**src/rtl/fetch_unit.sv**
```systemverilog
// Instruction-fetch stage: PC, IR, one-deep fetch buffer, next-PC select and opcode classification.
// Optional FETCH_PERF_CNT_EN adds the fetch_count and fault_pc outputs.
module fetch_unit #(
  parameter int                XLEN     = 32,
  parameter logic [XLEN-1:0]   RESET_PC = 32'h0000_0000
) (
  input  logic            clk,
  input  logic            rst,
  input  logic            mem_read,
  input  logic            ir_write,
  input  logic            pc_update,
  input  logic [1:0]      pc_sel,
  input  logic [XLEN-1:0] br_target,
  input  logic [XLEN-1:0] jalr_target,
  output logic [XLEN-1:0] imem_addr,
  output logic            imem_req,
  input  logic [31:0]     imem_rdata,
  input  logic            imem_valid,
  output logic [XLEN-1:0] pc,
  output logic [XLEN-1:0] pc_plus4,
  output logic [31:0]     instr,
  output logic [6:0]      opcode,
  output logic            error,
`ifdef FETCH_PERF_CNT_EN
  output logic [63:0]     fetch_count,
  output logic [XLEN-1:0] fault_pc,
`endif
  output logic [1:0]      err_cause
);

  typedef enum logic [1:0] {IDLE, WAIT, HAVE} state_t;

  localparam logic [31:0] NOP = 32'h0000_0013;

  function automatic logic is_legal(input logic [6:0] op);
    case (op)
      7'b0110111, 7'b0010111, 7'b1101111, 7'b1100111, 7'b1100011,
      7'b0000011, 7'b0100011, 7'b0010011, 7'b0110011, 7'b1110011: is_legal = 1'b1;
      default: is_legal = 1'b0;
    endcase
  endfunction

  state_t          state, state_n;
  logic            req_q, req_n;
  logic [XLEN-1:0] addr_n;
  logic            buf_vld, buf_set, buf_clr;
  logic [31:0]     buf_data;
  logic            ir_load;
  logic [31:0]     ir_data;
  logic            err_misalign, err_missing, err_illegal, err_any;
  logic [1:0]      cause_n;
  logic [XLEN-1:0] pc_next;

  assign pc_plus4 = pc + XLEN'(4);
  assign opcode   = instr[6:0];
  // A request registered in the same cycle an error latched must never reach memory.
  assign imem_req = req_q & ~error;

  always_comb begin
    case (pc_sel)
      2'd0:    pc_next = pc_plus4;
      2'd1:    pc_next = br_target;
      2'd2:    pc_next = jalr_target & ~XLEN'(1);
      default: pc_next = pc;
    endcase
  end

  always_comb begin
    state_n      = state;
    req_n        = 1'b0;
    addr_n       = imem_addr;
    ir_load      = 1'b0;
    ir_data      = imem_rdata;
    buf_set      = 1'b0;
    buf_clr      = 1'b0;
    err_misalign = 1'b0;
    err_missing  = 1'b0;
    if (!error) begin
      case (state)
        IDLE: begin
          if (mem_read) begin
            if (pc[1:0] != 2'b00) begin
              err_misalign = 1'b1;
            end else begin
              req_n   = 1'b1;
              addr_n  = pc;
              state_n = WAIT;
            end
          end
          if (ir_write) err_missing = 1'b1;
        end
        WAIT: begin
          if (imem_valid) begin
            if (ir_write) begin
              ir_load = 1'b1;
              state_n = IDLE;
            end else begin
              buf_set = 1'b1;
              state_n = HAVE;
            end
          end else if (ir_write) begin
            err_missing = 1'b1;
          end
        end
        HAVE: begin
          if (ir_write) begin
            ir_load = 1'b1;
            ir_data = buf_data;
            buf_clr = 1'b1;
            state_n = IDLE;
          end
        end
        default: state_n = IDLE;
      endcase
    end
    err_illegal = ir_load & ~is_legal(ir_data[6:0]);
    err_any     = err_misalign | err_missing | err_illegal;
    cause_n     = err_misalign ? 2'd1 : (err_missing ? 2'd3 : 2'd2);
  end

  always_ff @(posedge clk) begin
    if (rst) begin
      state     <= IDLE;
      req_q     <= 1'b0;
      imem_addr <= RESET_PC;
      pc        <= RESET_PC;
      instr     <= NOP;
      buf_vld   <= 1'b0;
      error     <= 1'b0;
      err_cause <= 2'd0;
    end else begin
      req_q <= req_n;
      if (!error) begin
        state     <= state_n;
        imem_addr <= addr_n;
        if (pc_update) pc <= pc_next;
        if (ir_load) instr <= ir_data;
        if (buf_set) buf_vld <= 1'b1;
        else if (buf_clr) buf_vld <= 1'b0;
        if (err_any) begin
          error     <= 1'b1;
          err_cause <= cause_n;
        end
      end
    end
  end

  // Buffer payload is only meaningful while buf_vld is set, so it carries no reset.
  always_ff @(posedge clk) begin
    if (buf_set) buf_data <= imem_rdata;
  end

`ifdef FETCH_PERF_CNT_EN
  always_ff @(posedge clk) begin
    if (rst) begin
      fetch_count <= 64'd0;
      fault_pc    <= RESET_PC;
    end else begin
      if (ir_load && !err_any) fetch_count <= fetch_count + 64'd1;
      if (!error && err_any) fault_pc <= pc;
    end
  end
`endif

endmodule

```
**config.mk**
```make
export PLATFORM = sky130hd
export DESIGN_NAME = fetch_unit
export DESIGN_NICKNAME = d
export VERILOG_FILES = /design/src/rtl/fetch_unit.sv
export SDC_FILE = /design/constraint.sdc
export NUM_CORES = 1
export LEC_CHECK = 0
export ABC_AREA = 1
export CORE_ASPECT_RATIO = 1.75
export CORE_MARGIN = 10
export CORE_UTILIZATION = 49
export DETAILED_ROUTE_END_ITERATION = 7
export GPL_TIMING_DRIVEN = 0
export PLACE_DENSITY_LB_ADDON = 0.05
export SYNTH_ARGS = -nofsm -noshare
export SYNTH_HDL_FRONTEND = slang
export SYNTH_SLANG_ARGS = --single-unit
```
**constraint.sdc**
```tcl
create_clock -name clk -period 5.4 [get_ports clk]
set_clock_uncertainty 0.05 [all_clocks]
set_input_delay 0.81 -clock clk [delete_from_list [all_inputs] [get_ports clk]]
set_output_delay 0.81 -clock clk [all_outputs]
set_load 0.01 [all_outputs]
```
==> results.txt, run 1 <==
----------------------------------------------------
[Status]
  Status ... complete, no violations

[Power]
  Peak supply drop ... 0.2913 mV
  Proportion of total power due to net switching ... 0.3459
  Power per standard cell area ... 354.2 nW/um2
  Internal power of the cells ... 2.290 mW
  Switching pwr ... 1.211 mW
  Clock share of power ... 0.329
  Static Leakage ... 3.861 nW
  Comb pwr share ... 0.305
  Part of the power in registers ... 0.366

[Routing]
  Detailed route wirelength on metal3 ... 2189 um
  First-pass iteration count of the detailed router ... 6
  Mean routed wirelength per cell ... 18.84 um
  Met2 wire len ... 13200 um
  Highest metal layer used by the detailed router ... met4
  Wire length the detailed router placed on met1 ... 8124 um
  Number of vias per cell after detailed routing ... 5.329
  Total vias in the final route ... 7002
  Detailed-route wire length ... 24750 um
  Antenna violation net count after detailed routing ... 0
  DRC errors left ... 0
  Starting DRC count in detailed routing ... 346

[CTS]
  Clock latency on the worst-skew pair ... 0.43 ns
  Clk slew on worst S/H paths ... 0.07 ns
  Bufs on Longest Clock Path ... 2
  H-tree depth reported by CTS ... 4
  Post CTS Setup Buffer Count ... 0
  Resized Gates After CTS ... 0
  Number of sinks on the clock net ... 134
  Post-CTS Hold Fix Bufs ... 0
  Clock root cell ... clkbuf_16
  CTS tree ... built
  CTS buffer count ... 17

[Critical path]
  Reg2reg start ... pc[2]$_SDFFE_PP0P_
  Biggest fanout along the worst timing path ... 7
  Required time worst endpoint ... 4.54 ns
  Cell count of the worst reg-to-reg path ... 9
  Cells along the critical path ... ha_1 -> nand3_2 -> inv_2 -> nand2_2 -> nor2_4 -> nand2_1 -> xor2_1 -> clkdlybuf4s50_1
  Start-to-end type of the worst setup path ... reg -> out
  Worst setup SP type ... flop
  WP data arrival ... 2.96 ns
  Standard cell with the maximum stage delay on the critical path ... clkdlybuf4s50_1
  Number of buffers and inverters on the critical path ... 2
  Type of element capturing the critical path ... output port
  Endpoint of the worst register-to-register path ... pc[16]$_SDFFE_PP0P_
  Largest incremental delay on the critical path ... 0.60 ns
  Worst path top cell family by delay ... buffers and inverters
  Setup slack, reg-to-reg ... 3.15 ns

[Timing]
  Final-layout setup total negative slack ... 0 ns
  Final clock period utilization by the worst path ... 0.7072
  Final count of pins violating max slew ... 0
  Final min period ... 3.819 ns
  Final number of hold-violating endpoints ... 0
  Worst-margin pin slew ... 0.8238 ns
  Setup repair after global routing missed its margin ... false
  Upper clock frequency limit ... 261.8 MHz
  Final setup violation count ... 0
  Worst relative slew slack ... 0.4478

[Placement]
  Placer's final routability congestion estimate ... 0.9921
  Count of buffers inserted at the top-level ports ... 239
  Detailed-placement wirelength estimate ... 19930 um
  Cell count after placement ... 1282

[Synth]
  Ranking of synthesized cells by instance count ... nand2_1 (215), dfxtp_1 (102), inv_1 (86)
  FF+latch count, synth ... 134
  Register area share after synthesis ... 0.4503
  Library cell with the largest summed area after synthesis ... dfxtp_1
  Average size of a mapped cell ... 7.692 um2
  Top area cells in the synthesized netlist ... dfxtp_1 (31%), edfxtp_1 (14%), nand2_1 (12%), o21ai_0 (6.4%), a21oi_1 (6.0%)
  Most instantiated flip-flop cell in the synthesis netlist ... dfxtp_1
  Share of async-settable or async-resettable flops after synthesis ... 0
  Most common cell in the netlist ... nand2_1
  Post-synth EDFFs ... 32
  Cell count after synthesis ... 867
  Netlist area before placement ... 6669 um2
  Post-synthesis net count ... 978
  Number of different library cells in the post-synthesis netlist ... 42
  Share of the synthesized area in the top cell type ... 0.3062
  Number of warnings reported in the yosys synthesis log ... 0

[Floorplanning]
  Width of the chip ... 108.2 um
  Number of standard-cell rows in the floorplan ... 56
  Die height ... 174.3 um
  Area of the core ... 13380 um2
  Total I/O pin count ... 243
  Floorplan die area ... 18860 um2
  Initial core utilization ... 0.4983

[Min path]
  Worst hold path depth ... 2
  Critical hold path startpoint ... imem_addr[29]$_SDFFE_PP0P_
  Hold Crit Endpoint ... imem_addr[29]$_SDFFE_PP0P_
  Class of the tightest hold or removal check ... reg -> reg

[Cells and area]
  Count of non-filler cells in the finished layout ... 1314
  FF/Latch Area ... 3003 um2
  Synth-to-Final Area Change ... 48.22%
  ANT cells ... 0
  Share of layout cells above drive strength 1 ... 0.07719
  Net count, final ... 1238
  Layout filler cell count ... 1116
  Multi-input gate area in the final layout ... 3042 um2

[Global routing]
  Pin count of the biggest net entering global routing ... 17
  Wire length of the first global-routing pass ... 37970 um
  Overall track demand over capacity in global routing ... 0.2592
  Number of antenna violations at the first check in global routing ... 0
  Leftover overflow at the end of global routing ... 0
  Number of global-route vias before repair ... 7004

[Flow run]
  Max capacitance violation total ... 0

----------------------------------------------------
[registers in the layout (all words and copies together), names as in the netlist]
signal and cells:
instr 32, buf_data 32, req_q 1, state 2, err_cause 2, imem_addr 32, pc 32, error 1
[per-stage QoR]
stage	util	power, mW	hold WS, ns	area, um2	setup WS [ns]
after floorplan	-	1.795	0.4066	6669	1.671
after global placement	0.6933	2.351	0.3810	9279	0.1387
after detailed placement	0.6954	2.370	0.3868	9306	2.108
after CTS	0.7386	3.515	0.3970	9884	1.647
after global routing	0.7386	3.669	0.4147	9884	1.564
final	0.7386	3.501	0.3926	9884	1.581
[power groups by stage]
stage                     registers, mW  logic (mW)  clock network [mW]
after CTS                          1.28        1.08                1.16
after detailed placement           1.30        1.07                   0
after floorplan                    1.33       0.462                   0
after global placement             1.29        1.06                   0
final                              1.28        1.07                1.15
after global routing               1.30        1.17                1.20
[logic make-up (layout without fill, tap and decap cells)]
logic type,count (synthesis),in the layout,share of synthesized area
AND/OR/NAND/NOR,322,322,0.2139
flip-flops,134,134,0.4503
adder cells (fa/ha/maj),7,7,0.01313
buffers and inverters,152,425,0.09437
XOR/XNOR,14,14,0.02176
AO/OA/AOI/OAI,238,238,0.2066
[layout make-up]
class | count | share of cell area
Clock buffer | 17 | 0.04304
Buffer | 56 | 0.02696
Timing Repair Buffer | 241 | 0.2443
Tap cell | 174 | 0.02203
Sequential cell | 134 | 0.3038
Inverter | 96 | 0.03671
Clock inverter | 15 | 0.01544
Multi-Input combinational cell | 581 | 0.3077
[tightest hold or removal path: stages (launching register included)]
cell and delay [ns]:
dfxtp_1 0.31, inv_1 0.04, a21oi_1 0.05
[per-layer routing]
| layer | up-vias | global-route usage |
|---|---|---|
| met5 | - | 0 |
| met4 | 0 | 0.1398 |
| met3 | 70 | 0.08444 |
| met2 | 285 | 0.4684 |
| met1 | 3220 | 0.2473 |
| li1 | 3427 | - |
[placed cells by master, fill, tap and decap left out, types with 4 or more instances in the layout]
master           netlist  routed
nand3b_1               5       5
a22o_1                30      30
nand4_1                5       5
clkdlybuf4s50_1        0     239
nand3_1               29      29
inv_2                  6       6
ha_1                   7       7
o21ai_1                4       4
nor2_2                 6       6
a31oi_1               25      25
nor3_1                10       9
clkbuf_16              0      17
a221oi_1               5       5
nor3_2                 3       4
inv_6                  0       4
dfxtp_1              102     102
a21oi_1               80      80
buf_4                 12      12
xor2_1                10      10
inv_1                 86      86
nor2_1                37      37
inv_8                  0       6
buf_2                  7       7
edfxtp_1              32      32
clkbuf_1              33      33
nand2_1              215     215
o21ai_0               85      85
[how the worst max path moves through the flow]
stage	cells after the start	start	slack (ns)	endpoint
after floorplan	2	ir_write	1.67	buf_data[0]$_DFFE_PP_
after global placement	3	imem_valid	0.14	buf_data[23]$_DFFE_PP_
after detailed placement	8	pc[2]$_SDFFE_PP0P_	2.11	pc_plus4[16]
after CTS	8	pc[2]$_SDFFE_PP0P_	1.65	pc_plus4[16]
after global routing	8	pc[2]$_SDFFE_PP0P_	1.56	pc_plus4[16]
final	8	pc[2]$_SDFFE_PP0P_	1.58	pc_plus4[16]
No activity file was read; power rests on OpenSTA's default activity.
==> inputs of run 2 (changes only) <==
Settings changed: CORE_UTILIZATION 49 to 41.
Clock period 5.4 ns to 3.35 ns, I/O delays scaled along.
==> run 2 against run 1 <==
Non-clock buffer count decreased by 1. Highest routed layer unchanged. Sequential share of layout area decreased by 0.13 points. Core utilization decreased by 12 points. Largest cell class unchanged. Die area increased by 16%. Final cell count increased by 1.1%. Design area increased by 0.61%.
==> results.txt, run 2 (synthesis results as in run 1) <==
----------------------------------------------------
[Critical path]
  Type of element capturing the critical path ... output port
  Cell count of the worst reg-to-reg path ... 8 (-1)
  WP data arrival ... 2.65 ns (-0.31 ns)
  Crit path top cell by count ... nand2_1
  Standard cell with the maximum stage delay on the critical path ... clkdlybuf4s50_1
  Required time worst endpoint ... 2.80 ns (-1.74 ns)
  Worst setup SP type ... flop
  Setup slack, reg-to-reg ... 1.33 ns (-1.82 ns)
  Cells along the critical path ... inv_1 -> nor3_1 -> nand2_1 -> nor2_1 -> nand3b_1 -> nand2_1 -> clkdlybuf4s50_1
  Biggest fanout along the worst timing path ... 6 (-1)
  Reg2reg start ... state[0]$_SDFFE_PP0P_
  Start-to-end type of the worst setup path ... reg -> out
  Largest incremental delay on the critical path ... 0.55 ns (-0.05 ns)
  Endpoint of the worst register-to-register path ... imem_addr[31]$_SDFFE_PP0P_

[CTS]
  CTS buffer count ... 17 (unchanged)
  Clk slew on worst S/H paths ... 0.07 ns (about the same)
  Resized Gates After CTS ... 1 (+1)
  Clock latency on the worst-skew pair ... 0.44 ns (about the same)
  Clock root cell ... clkbuf_16
  Post CTS Setup Buffer Count ... 0 (unchanged)
  CTS tree ... built
  Post-CTS Hold Fix Bufs ... 0 (unchanged)
  Bufs on Longest Clock Path ... 2 (unchanged)
  H-tree depth reported by CTS ... 4 (unchanged)
  Number of sinks on the clock net ... 134 (unchanged)

[Min path]
  Class of the tightest hold or removal check ... reg -> reg
  Critical hold path startpoint ... imem_addr[29]$_SDFFE_PP0P_
  Hold Crit Endpoint ... imem_addr[29]$_SDFFE_PP0P_
  Worst hold path depth ... 2 (unchanged)

[Floorplanning]
  Initial core utilization ... 0.4181 (-0.08025)
  Number of standard-cell rows in the floorplan ... 61 (+8.9%)
  Floorplan die area ... 21970 um2 (+16%)
  Total I/O pin count ... 243 (unchanged)
  Area of the core ... 15950 um2 (+19%)
  Width of the chip ... 116.4 um (+7.6%)
  Die height ... 188.7 um (+8.3%)

[Global routing]
  Number of antenna violations at the first check in global routing ... 0 (unchanged)
  Leftover overflow at the end of global routing ... 0 (unchanged)
  Wire length of the first global-routing pass ... 40950 um (+7.9%)
  Overall track demand over capacity in global routing ... 0.2420 (-0.01714)
  Number of global-route vias before repair ... 7304 (+4.3%)
  Pin count of the biggest net entering global routing ... 20 (+3)

[Timing]
  Final-layout setup total negative slack ... 0 ns (unchanged)
  Final count of pins violating max slew ... 0 (unchanged)
  Worst setup slack after layout ... 0.1476 ns (-1.433 ns)
  Final number of hold-violating endpoints ... 0 (unchanged)
  Setup repair after global routing missed its margin ... false
  Upper clock frequency limit ... 312.3 MHz
  Final clock period utilization by the worst path ... 0.9559
  Final setup violation count ... 0 (unchanged)
  Worst relative slew slack ... 0.4578 (+0.01003)
  Worst-margin pin slew ... 0.8106 ns (-0.01319 ns)
  Worst hold slack across all endpoints ... 0.3941 ns (+0.001469 ns)
  Final min period ... 3.202 ns

[Placement]
  Count of buffers inserted at the top-level ports ... 239 (unchanged)
  Placer's final routability congestion estimate ... 0.9509 (-4.2%)
  Detailed-placement wirelength estimate ... 21030 um (+5.5%)
  Cell count after placement ... 1296 (+1.1%)
  Post-placement worst setup slack ... 0.3204 ns (-1.788 ns)

[Routing]
  Starting DRC count in detailed routing ... 322 (-6.9%)
  Total vias in the final route ... 6879 (-1.8%)
  DRC errors left ... 0 (unchanged)
  Antenna violation net count after detailed routing ... 0 (unchanged)
  Detailed-route wire length ... 26420 um (+6.7%)
  First-pass iteration count of the detailed router ... 5 (-1)
  Number of vias per cell after detailed routing ... 5.180 (-2.8%)
  Mean routed wirelength per cell ... 19.89 um (+5.6%)

[Cells and area]
  Final core utilization ... 0.6234 (-0.1152)
  Share of layout cells above drive strength 1 ... 0.07902 (+0.001824)
  Most frequent cells in the layout ... clkdlybuf4s50_1 (239), nand2_1 (215), dfxtp_1 (100)
  Synth-to-Final Area Change ... 49.12%
  Layout filler cell count ... 1505 (+35%)
  Net count, final ... 1237 (-0.081%)
  ANT cells ... 0 (unchanged)
  Count of non-filler cells in the finished layout ... 1328 (+1.1%)
  Most frequent standard cell in the layout excluding fill and tap cells ... clkdlybuf4s50_1

[Power]
  Power per standard cell area ... 576.5 nW/um2 (+63%)
  Peak supply drop ... 0.3730 mV (+28%)
  Static Leakage ... 3.867 nW (+0.15%)

[Flow run]
  Max capacitance violation total ... 0 (unchanged)

[Status]
  Status ... complete, no violations

----------------------------------------------------
run 2: changes by cell type in the layout (fill, tap and decap cells not counted):
cell / previous run / this run
buf_6: 2 / 0
dfxtp_1: 102 / 100
clkinv_8: 1 / 4
clkinv_4: 3 / 0
dfxtp_4: 0 / 1
buf_16: 0 / 1
ha_2: 0 / 1
nor3_4: 1 / 2
ha_1: 7 / 6
dfxtp_2: 0 / 1
nor3_2: 4 / 3
run 2: where the power goes:
part | total [mW] | switching (mW) | internal [mW]
clock network | 1.93 | 0.918 | 1.01
registers | 2.07 | 0.185 | 1.88
logic | 1.74 | 0.919 | 0.816
run 2: area by class of cell:
type | count | area (um2) | area share
well taps | 189 | 236.5 | 0.02378
repair buffers | 240 | 2420 | 0.2433
plain buffers | 56 | 266.5 | 0.02680
flip-flops and latches | 134 | 3008 | 0.3025
clock inverters | 15 | 175.2 | 0.01761
inverters | 96 | 362.8 | 0.03649
clock buffers | 17 | 425.4 | 0.04278
multi-input cells | 581 | 3050 | 0.3067
run 2: worst max path at each step:
| stage | cells after the start | to | start | slack, ns |
|---|---|---|---|---|
| floorplan | 2 | buf_data[0]$_DFFE_PP_ | ir_write | 0.90 |
| global route | 8 | pc_plus4[16] | pc[2]$_SDFFE_PP0P_ | 0.03 |
| global placement | 3 | buf_data[19]$_DFFE_PP_ | imem_valid | -0.25 |
| detailed placement | 8 | pc_plus4[16] | pc[2]$_SDFFE_PP0P_ | 0.32 |
| finish | 7 | pc_plus4[31] | pc[21]$_SDFFE_PP0P_ | 0.15 |
| CTS | 8 | pc_plus4[16] | pc[2]$_SDFFE_PP0P_ | 0.04 |
run 2: worst max-delay path, delay by kind of cell, from the launching register on:
| kind | cells | cell delay, ns |
|---|---|---|
| buffers and inverters | 2 | 0.73 |
| flip-flops | 1 | 0.52 |
| AND/OR/NAND/NOR | 5 | 0.98 |
run 2: per-stage QoR:
stage / power, mW / instance area, um2
global placement: 3.826 / 9303
floorplan: 2.893 / 6674
global route: 6.016 / 9945
detailed placement: 3.846 / 9336
finish: 5.733 / 9945
CTS: 5.767 / 9938
run 2: routing by layer:
metal,track usage,vias to the layer above,part of all wire
met4,0.1378,0,0.052
met5,0,-,0
met2,0.4381,262,0.53
met1,0.2319,3132,0.34
li1,-,3420,-
met3,0.07316,65,0.085
==> inputs of run 3 (changes only) <==
Settings changed: CORE_UTILIZATION 41 to 42, CTS_BUF_LIST from default to sky130_fd_sc_hd__clkbuf_4 sky130_fd_sc_hd__clkbuf_8.
==> run 3 against run 2 <==
Clock power down 27%. Fmax up 1.9%. Routed wire length down 2.4%. Combinational power about the same. Global-route usage down 0.89 points. Core utilization up 0.82 points. Critical path depth unchanged. Via count up 0.22%. Total power down 9.3%. Worst setup slack better by 0.059 ns. First-iteration DRC count up 4.0%. Critical path type unchanged.
==> results.txt, run 3 (synthesis results as in run 1) <==
----------------------------------------------------
[CTS]
  Clk slew on worst S/H paths ... 0.10 ns (+0.03 ns)
  Post-CTS Hold Fix Bufs ... 0 (unchanged)
  Clock latency on the worst-skew pair ... 0.46 ns (+0.02 ns)
  Clock root cell ... clkbuf_8
  CTS buffer count ... 17 (unchanged)
  Post CTS Setup Buffer Count ... 0 (unchanged)
  Bufs on Longest Clock Path ... 2 (unchanged)
  CTS tree ... built
  H-tree depth reported by CTS ... 4 (unchanged)
  Number of sinks on the clock net ... 134 (unchanged)

[Critical path]
  Worst path top cell family by delay ... simple AND/OR/NAND/NOR gates
  Number of buffers and inverters on the critical path ... 2 (unchanged)
  Start-to-end type of the worst setup path ... reg -> out
  WP data arrival ... 2.59 ns (-0.06 ns)
  Largest incremental delay on the critical path ... 0.56 ns (about the same)
  Crit path top cell by count ... nand2_1
  Required time worst endpoint ... 2.80 ns (about the same)
  Worst setup SP type ... flop
  Type of element capturing the critical path ... output port
  Standard cell with the maximum stage delay on the critical path ... dfxtp_1
  Biggest fanout along the worst timing path ... 6 (unchanged)
  Cells along the critical path ... inv_1 -> nor3_2 -> nand2_1 -> nor2_1 -> nand3_1 -> nand2_1 -> clkdlybuf4s50_1

[Power]
  Internal power of the cells ... 3.276 mW (-12%)
  Clock share of power ... 0.272 (-0.064)
  Part of the power in registers ... 0.396 (+0.035)
  Switching pwr ... 1.927 mW (-4.7%)
  PnR Total Power ... 5.203 mW (-9.3%)
  Static Leakage ... 3.807 nW (-1.6%)
  Power per standard cell area ... 532.6 nW/um2 (-7.6%)
  Peak supply drop ... 0.3102 mV (-17%)
  Comb pwr share ... 0.332 (+0.029)
  Proportion of total power due to net switching ... 0.3704 (+0.01765)

[Routing]
  First-pass iteration count of the detailed router ... 5 (unchanged)
  DRC errors left ... 0 (unchanged)
  Total vias in the final route ... 6894 (+0.22%)
  Number of vias per cell after detailed routing ... 5.195 (+0.29%)
  Detailed-route wire length ... 25780 um (-2.4%)
  Starting DRC count in detailed routing ... 335 (+4.0%)
  Mean routed wirelength per cell ... 19.43 um (-2.3%)
  Antenna violation net count after detailed routing ... 0 (unchanged)

[Timing]
  Upper clock frequency limit ... 318.2 MHz (+1.9%)
  Worst hold slack across all endpoints ... 0.3966 ns (+0.002528 ns)
  Worst relative slew slack ... 0.5627 (+0.1048)
  Setup repair after global routing missed its margin ... false
  Final clock period utilization by the worst path ... 0.9383 (-0.01768)
  Final min period ... 3.143 ns (-0.05923 ns)
  Final setup violation count ... 0 (unchanged)
  Worst setup slack after layout ... 0.2068 ns (+0.05923 ns)
  Final number of hold-violating endpoints ... 0 (unchanged)
  Final-layout setup total negative slack ... 0 ns (unchanged)
  Final count of pins violating max slew ... 0 (unchanged)
  Worst-margin pin slew ... 0.6560 ns (-0.1546 ns)

[Placement]
  Placer's final routability congestion estimate ... 1.054 (+11%)
  Cell count after placement ... 1294 (-0.15%)
  Placement Cell Area ... 9344 um2 (about the same)
  Post-placement worst setup slack ... 0.4032 ns (+0.08282 ns)
  Count of buffers inserted at the top-level ports ... 239 (unchanged)
  Detailed-placement wirelength estimate ... 20880 um (-0.70%)

[Global routing]
  Overall track demand over capacity in global routing ... 0.2331 (-0.008897)
  Global Route met1 Usage ... 0.2230 (-0.008900)
  Met3 Usage GRT ... 0.06673 (-0.006424)
  Met2 capacity usage during global routing ... 0.4341 (-0.003975)
  Number of global-route vias before repair ... 7003 (-4.1%)
  Wire length of the first global-routing pass ... 38850 um (-5.1%)
  Most heavily used metal layer in global routing ... met2
  Leftover overflow at the end of global routing ... 0 (unchanged)
  Pin count of the biggest net entering global routing ... 20 (unchanged)
  Number of antenna violations at the first check in global routing ... 1 (+1)

[Cells and area]
  FF/Latch Area ... 3009 um2 (about the same)
  Multi-input gate area in the final layout ... 3050 um2 (unchanged)
  Final core utilization ... 0.6316 (+0.008213)
  Most frequent standard cell in the layout excluding fill and tap cells ... clkdlybuf4s50_1
  Share of layout cells above drive strength 1 ... 0.08070 (+0.001685)
  Most frequent cells in the layout ... clkdlybuf4s50_1 (238), nand2_1 (215), dfxtp_1 (99)
  Layout filler cell count ... 1443 (-4.1%)
  Final std cell area, no fill ... 9768 um2 (-1.8%)
  Synth-to-Final Area Change ... 46.47%
  Net count, final ... 1238 (+0.081%)
  Count of non-filler cells in the finished layout ... 1327 (-0.075%)

[Floorplanning]
  Area of the core ... 15460 um2 (-3.1%)
  Number of standard-cell rows in the floorplan ... 60 (-1.6%)
  Floorplan die area ... 21520 um2 (-2.1%)
  Width of the chip ... 115.3 um (-0.99%)
  Total I/O pin count ... 243 (unchanged)
  Die height ... 186.7 um (-1.1%)
  Initial core utilization ... 0.4312 (+0.01316)

[Status]
  Status ... complete, no violations

[Flow run]
  Max capacitance violation total ... 0 (unchanged)

[Min path]
  Class of the tightest hold or removal check ... reg -> reg

----------------------------------------------------
-- run 3: cell types whose count changed in the layout (fill, tap and decap cells not counted) --
cell,change
clkbuf_8,+17
clkinv_4,+1
dfxtp_2,+1
dfxtp_1,-1
clkinvlp_4,-1
buf_6,+1
dlymetal6s2s_1,+1
diode_2,+1
clkdlybuf4s50_1,-1
clkbuf_16,-17
-- run 3: area by class of cell --
class | count | area share
multi-input combinational | 581 | 0.3123
sequential | 134 | 0.3081
buffer | 56 | 0.02728
clock buffer | 17 | 0.02395
clock inverter | 15 | 0.01806
inverter | 96 | 0.03715
timing repair buffer | 241 | 0.2491
antenna | 1 | 0.0002562
tap | 186 | 0.02382
-- run 3: what timing repair did --
action | in CTS | in global routing
resized for setup | 2 | 4
endpoints found under the setup margin | 1 | 2
gates cloned | 0 | 0
-- run 3: path summary, 6_finish.rpt --
check / start / to / slack [ns] / cells after the start
max: pc[15]$_SDFFE_PP0P_ / pc_plus4[22] / 0.21 / 7
max reg2reg: state[0]$_SDFFE_PP0P_ / imem_addr[7]$_SDFFE_PP0P_ / 1.26 / 8
min reg2reg: imem_addr[30]$_SDFFE_PP0P_ / imem_addr[30]$_SDFFE_PP0P_ / 0.40 / 2
min: imem_addr[30]$_SDFFE_PP0P_ / imem_addr[30]$_SDFFE_PP0P_ / 0.40 / 2
-- run 3: tightest hold or removal path, cell delays in order, from the launching register on --
cell,delay (ns)
dfxtp_1,0.32
inv_1,0.04
a21oi_1,0.05
-- run 3: metal layers --
| metal | vias up | share of wire |
|---|---|---|
| met1 | 3122 | 0.33 |
| li1 | 3425 | - |
| met4 | 0 | 0.043 |
| met2 | 283 | 0.54 |
| met3 | 64 | 0.082 |
| met5 | - | 0 |
-- run 3: power by group through the flow --
| stage | Sequential [mW] | Clock [mW] | Combinational (mW) |
|---|---|---|---|
| after global placement | 2.09 | 0 | 1.72 |
| after floorplan | 2.15 | 0 | 0.746 |
| after global routing | 2.09 | 1.49 | 1.90 |
| final | 2.06 | 1.41 | 1.73 |
| after detailed placement | 2.09 | 0 | 1.74 |
| after CTS | 2.06 | 1.44 | 1.75 |
